**src/rtl/hm01b0_band_ingester.sv**
```systemverilog
// HM01B0 parallel camera capture: resamples the pixel bus into clock and scatters
// each 8-line band into a double-buffered bank of 8x8-block EBRs.
module hm01b0_band_ingester #(
    parameter int IMAGE_WIDTH = 320,
    parameter int NUM_EBRS    = 5,
    parameter int SYNC_STAGES = 2
) (
    input  logic       clock,
    input  logic       nreset,
    input  logic       hm01b0_pixclk,
    input  logic [7:0] hm01b0_pixdata,
    input  logic       hm01b0_hsync,
    input  logic       hm01b0_vsync,
    output logic [2:0] output_block_select,
    output logic       frontbuffer_select,
    output logic [8:0] output_write_addr,
    output logic [7:0] output_pixval,
    output logic       wren
);

    localparam logic [8:0] WIDTH_LIMIT = 9'(IMAGE_WIDTH);
    localparam logic [5:0] EBRS        = 6'(NUM_EBRS);

    logic [SYNC_STAGES-1:0] pixclk_sync;
    logic [SYNC_STAGES-1:0] hsync_sync;
    logic [SYNC_STAGES-1:0] vsync_sync;
    logic [7:0]             pixdata_sync [SYNC_STAGES];
    logic                   pixclk_prev;
    logic                   hsync_prev;
    logic                   vsync_prev;
    logic [SYNC_STAGES:0]   primed;
    logic                   frame_valid;
    logic [8:0]             col;
    logic [2:0]             row;

    logic       pixclk_s;
    logic       hsync_s;
    logic       vsync_s;
    logic [7:0] pixdata_s;
    logic       edges_ok;
    logic       pixel_event;
    logic       line_end;
    logic       vsync_rise;
    logic       vsync_fall;
    logic [5:0] block_idx;
    logic [2:0] block_row;
    logic [2:0] block_col;

    // Edge detection waits until the synchronizers hold real samples, so a vsync
    // already high when reset releases is not mistaken for a new frame.
    always_comb begin
        pixclk_s    = pixclk_sync[SYNC_STAGES-1];
        hsync_s     = hsync_sync[SYNC_STAGES-1];
        vsync_s     = vsync_sync[SYNC_STAGES-1];
        pixdata_s   = pixdata_sync[SYNC_STAGES-1];
        edges_ok    = primed[SYNC_STAGES];
        pixel_event = edges_ok && frame_valid && vsync_s && hsync_s && pixclk_s && !pixclk_prev;
        line_end    = edges_ok && frame_valid && vsync_s && !hsync_s && hsync_prev;
        vsync_rise  = edges_ok && vsync_s && !vsync_prev;
        vsync_fall  = edges_ok && !vsync_s && vsync_prev;
        block_idx   = col[8:3];
        block_row   = 3'(block_idx / EBRS);
        block_col   = 3'(block_idx % EBRS);
    end

    always_ff @(posedge clock) begin
        if (nreset) begin
            pixclk_sync         <= '0;
            hsync_sync          <= '0;
            vsync_sync          <= '0;
            for (int i = 0; i < SYNC_STAGES; i++) begin
                pixdata_sync[i] <= '0;
            end
            pixclk_prev         <= 1'b0;
            hsync_prev          <= 1'b0;
            vsync_prev          <= 1'b0;
            primed              <= '0;
            frame_valid         <= 1'b0;
            col                 <= '0;
            row                 <= '0;
            output_block_select <= '0;
            frontbuffer_select  <= 1'b0;
            output_write_addr   <= '0;
            output_pixval       <= '0;
            wren                <= 1'b0;
        end else begin
            pixclk_sync[0]  <= hm01b0_pixclk;
            hsync_sync[0]   <= hm01b0_hsync;
            vsync_sync[0]   <= hm01b0_vsync;
            pixdata_sync[0] <= hm01b0_pixdata;
            for (int i = 1; i < SYNC_STAGES; i++) begin
                pixclk_sync[i]  <= pixclk_sync[i-1];
                hsync_sync[i]   <= hsync_sync[i-1];
                vsync_sync[i]   <= vsync_sync[i-1];
                pixdata_sync[i] <= pixdata_sync[i-1];
            end
            pixclk_prev <= pixclk_s;
            hsync_prev  <= hsync_s;
            vsync_prev  <= vsync_s;
            primed      <= {primed[SYNC_STAGES-1:0], 1'b1};
            wren        <= 1'b0;

            if (vsync_rise) begin
                frame_valid <= 1'b1;
                col         <= '0;
                row         <= '0;
            end else if (vsync_fall) begin
                frame_valid <= 1'b0;
                col         <= '0;
                row         <= '0;
            end else if (pixel_event) begin
                // col parks at WIDTH_LIMIT so over-long lines drop the excess pixels
                if (col < WIDTH_LIMIT) begin
                    wren                <= 1'b1;
                    output_block_select <= block_col;
                    output_write_addr   <= {block_row, row, col[2:0]};
                    output_pixval       <= pixdata_s;
                    col                 <= col + 9'd1;
                end
            end else if (line_end) begin
                col <= '0;
                row <= row + 3'd1;
                if (row == 3'd7) begin
                    frontbuffer_select <= ~frontbuffer_select;
                end
            end
        end
    end

endmodule

```
**config.mk**
```make
export PLATFORM = sky130hd
export DESIGN_NAME = hm01b0_band_ingester
export DESIGN_NICKNAME = d
export VERILOG_FILES = /design/src/rtl/hm01b0_band_ingester.sv
export SDC_FILE = /design/constraint.sdc
export NUM_CORES = 1
export LEC_CHECK = 0
export CORE_MARGIN = 2
export CORE_UTILIZATION = 47
export DETAILED_ROUTE_END_ITERATION = 8
export PLACE_DENSITY = 0.77
export SETUP_SLACK_MARGIN = 0.02
export SLEW_MARGIN = 20
export SYNTH_ARGS = -nofsm -noshare
export SYNTH_HDL_FRONTEND = slang
export SYNTH_SLANG_ARGS = --single-unit
```
**constraint.sdc**
```tcl
create_clock -name clock -period 5.8 [get_ports clock]
set_clock_uncertainty 0.2 [all_clocks]
set_input_delay 0.58 -clock clock [delete_from_list [all_inputs] [get_ports clock]]
set_output_delay 0.58 -clock clock [all_outputs]
set_load 0.02 [all_outputs]
```
# Word level (Yosys, flattened, before mapping)
# Memories as Yosys holds them, arrays and structs flattened. A register that Yosys moved wholly into a read port is not among the register bits.
# Index checks and enable logic that the tools add are counted.
[word_totals]
romBits = 0
output_inout_bits = 22
reg_bits = 39
mem_bits_rw = 16
latch_bits = 0
memories = 1
[op_classes]
n_addsub = 2
n_bitwise = 6
shift = 0
div_mod_pow = 2
n_lt_le_gt_ge = 1
reduce_logical = 23
mul = 0
eq_ne = 2
muxes = 12
[mem_list]
columns = ["memory", "words", "word_bits", "read_ports", "rd_ports_with_merged_regs", "wr", "line_no", "rtl"]
rows = [
  ["pixdata_sync", 2, 8, 2, 1, 2, "27", "logic [7:0] pixdata_sync [SYNC_STAGES];"],
]
[op_table]
columns = ["operator", "count"]
rows = [
  ["two-way mux 9 bit", 3],
  ["two-way mux 8 bit", 2],
  ["logical AND 1 bit", 11],
  ["adder 9 x 1 -> 9 bit, second input constant", 1],
  ["< comparator 9 bit, second input constant", 1],
  ["two-way mux 1 bit", 7],
  ["divider 6 x 3 -> 6 bit, second input constant", 1],
  ["modulo 6 x 3 -> 6 bit, second input constant", 1],
  ["AND reduction 5 bit", 1],
  ["zero test 1 bit", 4],
  ["inverter 1 bit", 4],
  ["AND reduction 2 bit", 2],
  ["AND reduction 4 bit", 1],
  ["nonzero test 2 bit", 2],
  ["OR reduction 4 bit", 1],
  ["adder 3 x 1 -> 3 bit, second input constant", 1],
  ["== test 3 bit, second input constant", 1],
  ["OR reduction 3 bit", 1],
  ["inequality test 2 x 1 -> 1 bit, second input constant", 1],
  ["OR 1 bit", 2],
]

# Depth between registers and ports, before layout
[logic_depth]
depth_word = 7
ltp_mapped = 12

# Worst setup path before layout
# OpenSTA, ideal clock, no wires.
[synth_path]
path_type = "flip-flop to flip-flop"
startpoint = "register col[5]"
endpoint = "register output_block_select[1]"
setup_ns = 0.120
arrival_ns = 2.798
t_required_ns = 5.480
n_path_buf = 2
synth_period_minus_slack_ns = 3.118
stages_incl_launch_ff = 13
slack_ns = 2.682
cell_sequence = "dfxtp_1 > buf_2 > nor3b_1 > o22ai_1 > a31oi_1 > xor2_1 > ha_1 > buf_2 > nor2b_1 > o22ai_1 > a2111oi_1 > or4_1 > nand3_1"
[synth_between]
elab_chain_len = 2
word_cells_on_any_way = 3
cone_classes = "1 x div; 1 x order compare; 1 x reduce/logical"
[synth_lines]
columns = ["item", "line_no", "rtl"]
rows = [
  ["from (decl)", "33", "logic [8:0] col;"],
  ["from (signal assigned)", "118", "col <= col + 9'd1;"],
  ["parallel branches: the longest is 2 deep, another holds modulo 6 x 3 -> 6 bit", "-", ""],
  ["to (signal assigned)", "115", "output_block_select <= block_col;"],
  ["to (decl)", "14", "output logic [2:0] output_block_select,"],
]
# Several ways; the timed one is not identified.
# A chain may end at the register's enable or synchronous reset.

# Final worst setup path
[layout_path]
startpoint = "register col[7]"
endpoint = "register output_block_select[1]"
# Same word-level chain as after synthesis.

==> run_results.csv <==
group,metric,value,unit
outcome,outcome,"completed",
sta,fin_crit,3696,ps
finish,mostFrequentLayoutCells,"dfxtp_1 (63), nand2_1 (41), clkdlybuf4s50_1 (34)",
yosys,synth.top_cell.area_share,50.35,%
worst_setup_path,crit_type,"register to register",
detailed_routing,num_vias,1934,
sta,relSlewSlack,42.61,%
worst_setup_path,crit_path_end_kind,"register",
worst_setup_path,worst-endpoint-arrival,3710,ps
power,powerDensity,275.6,nW/um2
placement,port_buffers,34,
yosys,ys_top_cells_by_area,"dfxtp_1 (50%), nor2b_1 (8.2%), nand2_1 (6.1%)",
detailed_routing,drt-vias-per-instance,5.023,
floorplan,die_h,77.01,um
floorplan,fp-row-count,26,
detailed_routing,routed.top_layer,"met4",
cts,root_buffer,"clkbuf_8",
detailed_routing,wl_per_cell,12.20,um
placement,place_area,2864,um2
finish,antenna_cells,0,
sta,worst_pin_slew,860.8,ps
floorplan,die-area,5930,um2
global_routing,globalRouteOverflowTotal,0,
yosys,syn-num-nets,298,
finish,fin_cells,385,
finish,final_common_cell,"dfxtp_1",
floorplan,io_pins,35,
placement,dp_hpwl,3164,um
floorplan,fp.dieW,77.01,um
global_routing,grt_pass1_vias,1772,
sta,maxSlewViolCount,0,
floorplan,start_util,48.73,%
cts,clock_path_buffers,2,
sta,fin_ws,2104,ps
cts,cts_setup_buffers,0,
yosys,yosysTopAreaCell,"dfxtp_1",
cts,cts.sinks,63,
sta,setup_viol,0,
finish,drive_above_1_share,7.937,%
run,maxCapViolations,0,
finish,fin_nets,328,
global_routing,grt_max_degree,50,
power,p_leak,0.001127,uW
yosys,postSynthAreaPerCell,8.946,um2
yosys,synth_enable_flop_cells,0,
finish,finalInstanceArea,3069,um2
detailed_routing,ant_nets,0,
power,ir_worst_vdd,0.1802,mV
placement,dp_slack,2139,ps
worst_setup_path,worst_ep_required_time,5820,ps
floorplan,core_area,5140,um2
min_path,hold_class,"register to register",
cts,cts_hold_buf,0,
detailed_routing,wl_met2,2169,um
detailed_routing,drc,0,
worst_setup_path,start_kind,"register",
cts,clk_pin_slew,70,ps
cts,clk_latency,330,ps
yosys,yosysWarnings,0,
cts,cts_buffers,9,
placement,place_congestion,0.8454,
detailed_routing,firstDrtPassIters,4,
cts,htree_levels,3,
finish,area_growth,22.53,%
worst_setup_path,crit_path_max_fanout,11,
sta,setup_tns,0,ps
sta,fin_crit_sh,63.72,%
yosys,yosys_register_bits,63,
cts,cts_resized,0,
yosys,syn_inst,280,
cts,cts_tree,"done",
detailed_routing,first_iter_violations,120,
yosys,ys.flop_type,"dfxtp_1",
yosys,synth_area,2505,um2
sta,rsz0062_at_grt,"false",
global_routing,grt_pass1_wl,8211,um
global_routing,grt.total_usage,17.42,%
yosys,yosysUniqueCellTypes,44,
detailed_routing,wl_met1,2258,um
placement,dpl.cell_count,369,
sta,fmax,270.6,MHz
global_routing,antenna_found_initial,0,
sta,hold_violations,0,
yosys,async_flop_share,0,%
detailed_routing,totalWireLength,4697,um
yosys,ys_seq_area_share,50.35,%
detailed_routing,dr_wl_met3,166,um
## worst max-delay path, cell delays in order (launching register included)
cell	delay [ps]
dfxtp_1	520
nor3b_1	390
o22ai_1	130
a31oi_1	220
xor2_1	250
ha_1	420
nor2b_1	260
o22ai_1	120
a2111oi_1	810
or4_1	210
nand3_1	60
## state kept, by name (all words and copies together), names as in the netlist
name,flops
hsync_prev,1
pixclk_prev,1
row,3
vsync_prev,1
output_write_addr,9
primed,3
frontbuffer_select,1
output_block_select,3
col,9
pixdata_sync,16
vsync_sync,2
wren,1
output_pixval,8
frame_valid,1
pixclk_sync,2
hsync_sync,2
## layout make-up
type,count,area [um2]
fill,480,2071
sequential,63,1261
multi-input combinational,196,1145
timing repair buffer,36,355.3
clock buffer,10,137.6
tap,70,87.58
clock inverter,6,67.56
inverter,4,15.01
## final timing paths
check / endpoint / cells after the start / from / slack, ps
hold reg to reg: output_pixval[0] / 2 / pixdata_sync[1][0] / 240
setup / recovery: output_block_select[1] / 10 / col[7] / 2100
hold / removal: output_pixval[0] / 2 / pixdata_sync[1][0] / 240
setup reg to reg: output_block_select[1] / 10 / col[7] / 2100
## cells by family (layout without fill, tap and decap cells)
| group | Yosys count | in the layout | share of synthesized area (%) |
|---|---|---|---|
| AND/OR/NAND/NOR | 127 | 127 | 26.77 |
| adder cells (fa/ha/maj) | 5 | 5 | 2.498 |
| AO/OA/AOI/OAI | 52 | 52 | 12.09 |
| buffers and inverters | 21 | 56 | 3.946 |
| XOR/XNOR | 9 | 9 | 3.147 |
| multiplexers | 3 | 3 | 1.199 |
| flip-flops | 63 | 63 | 50.35 |
## report_power, final
| part | switching, uW | internal, uW |
|---|---|---|
| Sequential | 2.83 | 441 |
| Combinational | 9.76 | 12.6 |
| Clock | 168 | 211 |
## cell usage after synthesis (all sizes together), types with 2 or more instances
cell    instances
or3             2
o22ai           3
or4             2
ha              5
xor2            5
clkbuf          8
nor2           19
nor2b          34
nand3           9
nor3            3
o21ai          11
a32o            2
inv             4
nor3b           2
a21oi          27
xnor2           4
mux2i           3
nand3b          2
nand2          41
buf             9
nand2b          5
or3b            2
and3            2
dfxtp          63
## metrics by stage
| step | utilization (%) | hold WS [ps] | total power, uW |
|---|---|---|---|
| floorplan | - | 213.8 | 465.3 |
| global placement | 55.72 | 216.4 | 475.6 |
| detailed placement | 55.72 | 224.1 | 476.5 |
| CTS | 59.71 | 236.7 | 855.3 |
| global route | 59.71 | 255.0 | 881.4 |
| finish | 59.71 | 238.2 | 845.7 |
## metal layers
metal | vias up | GRT usage [%]
met3 | 10 | 4.588
li1 | 1003 | -
met4 | 0 | 8.929
met1 | 884 | 22.29
met2 | 37 | 27.11
met5 | - | 0
(Power assumes the default switching activity.)
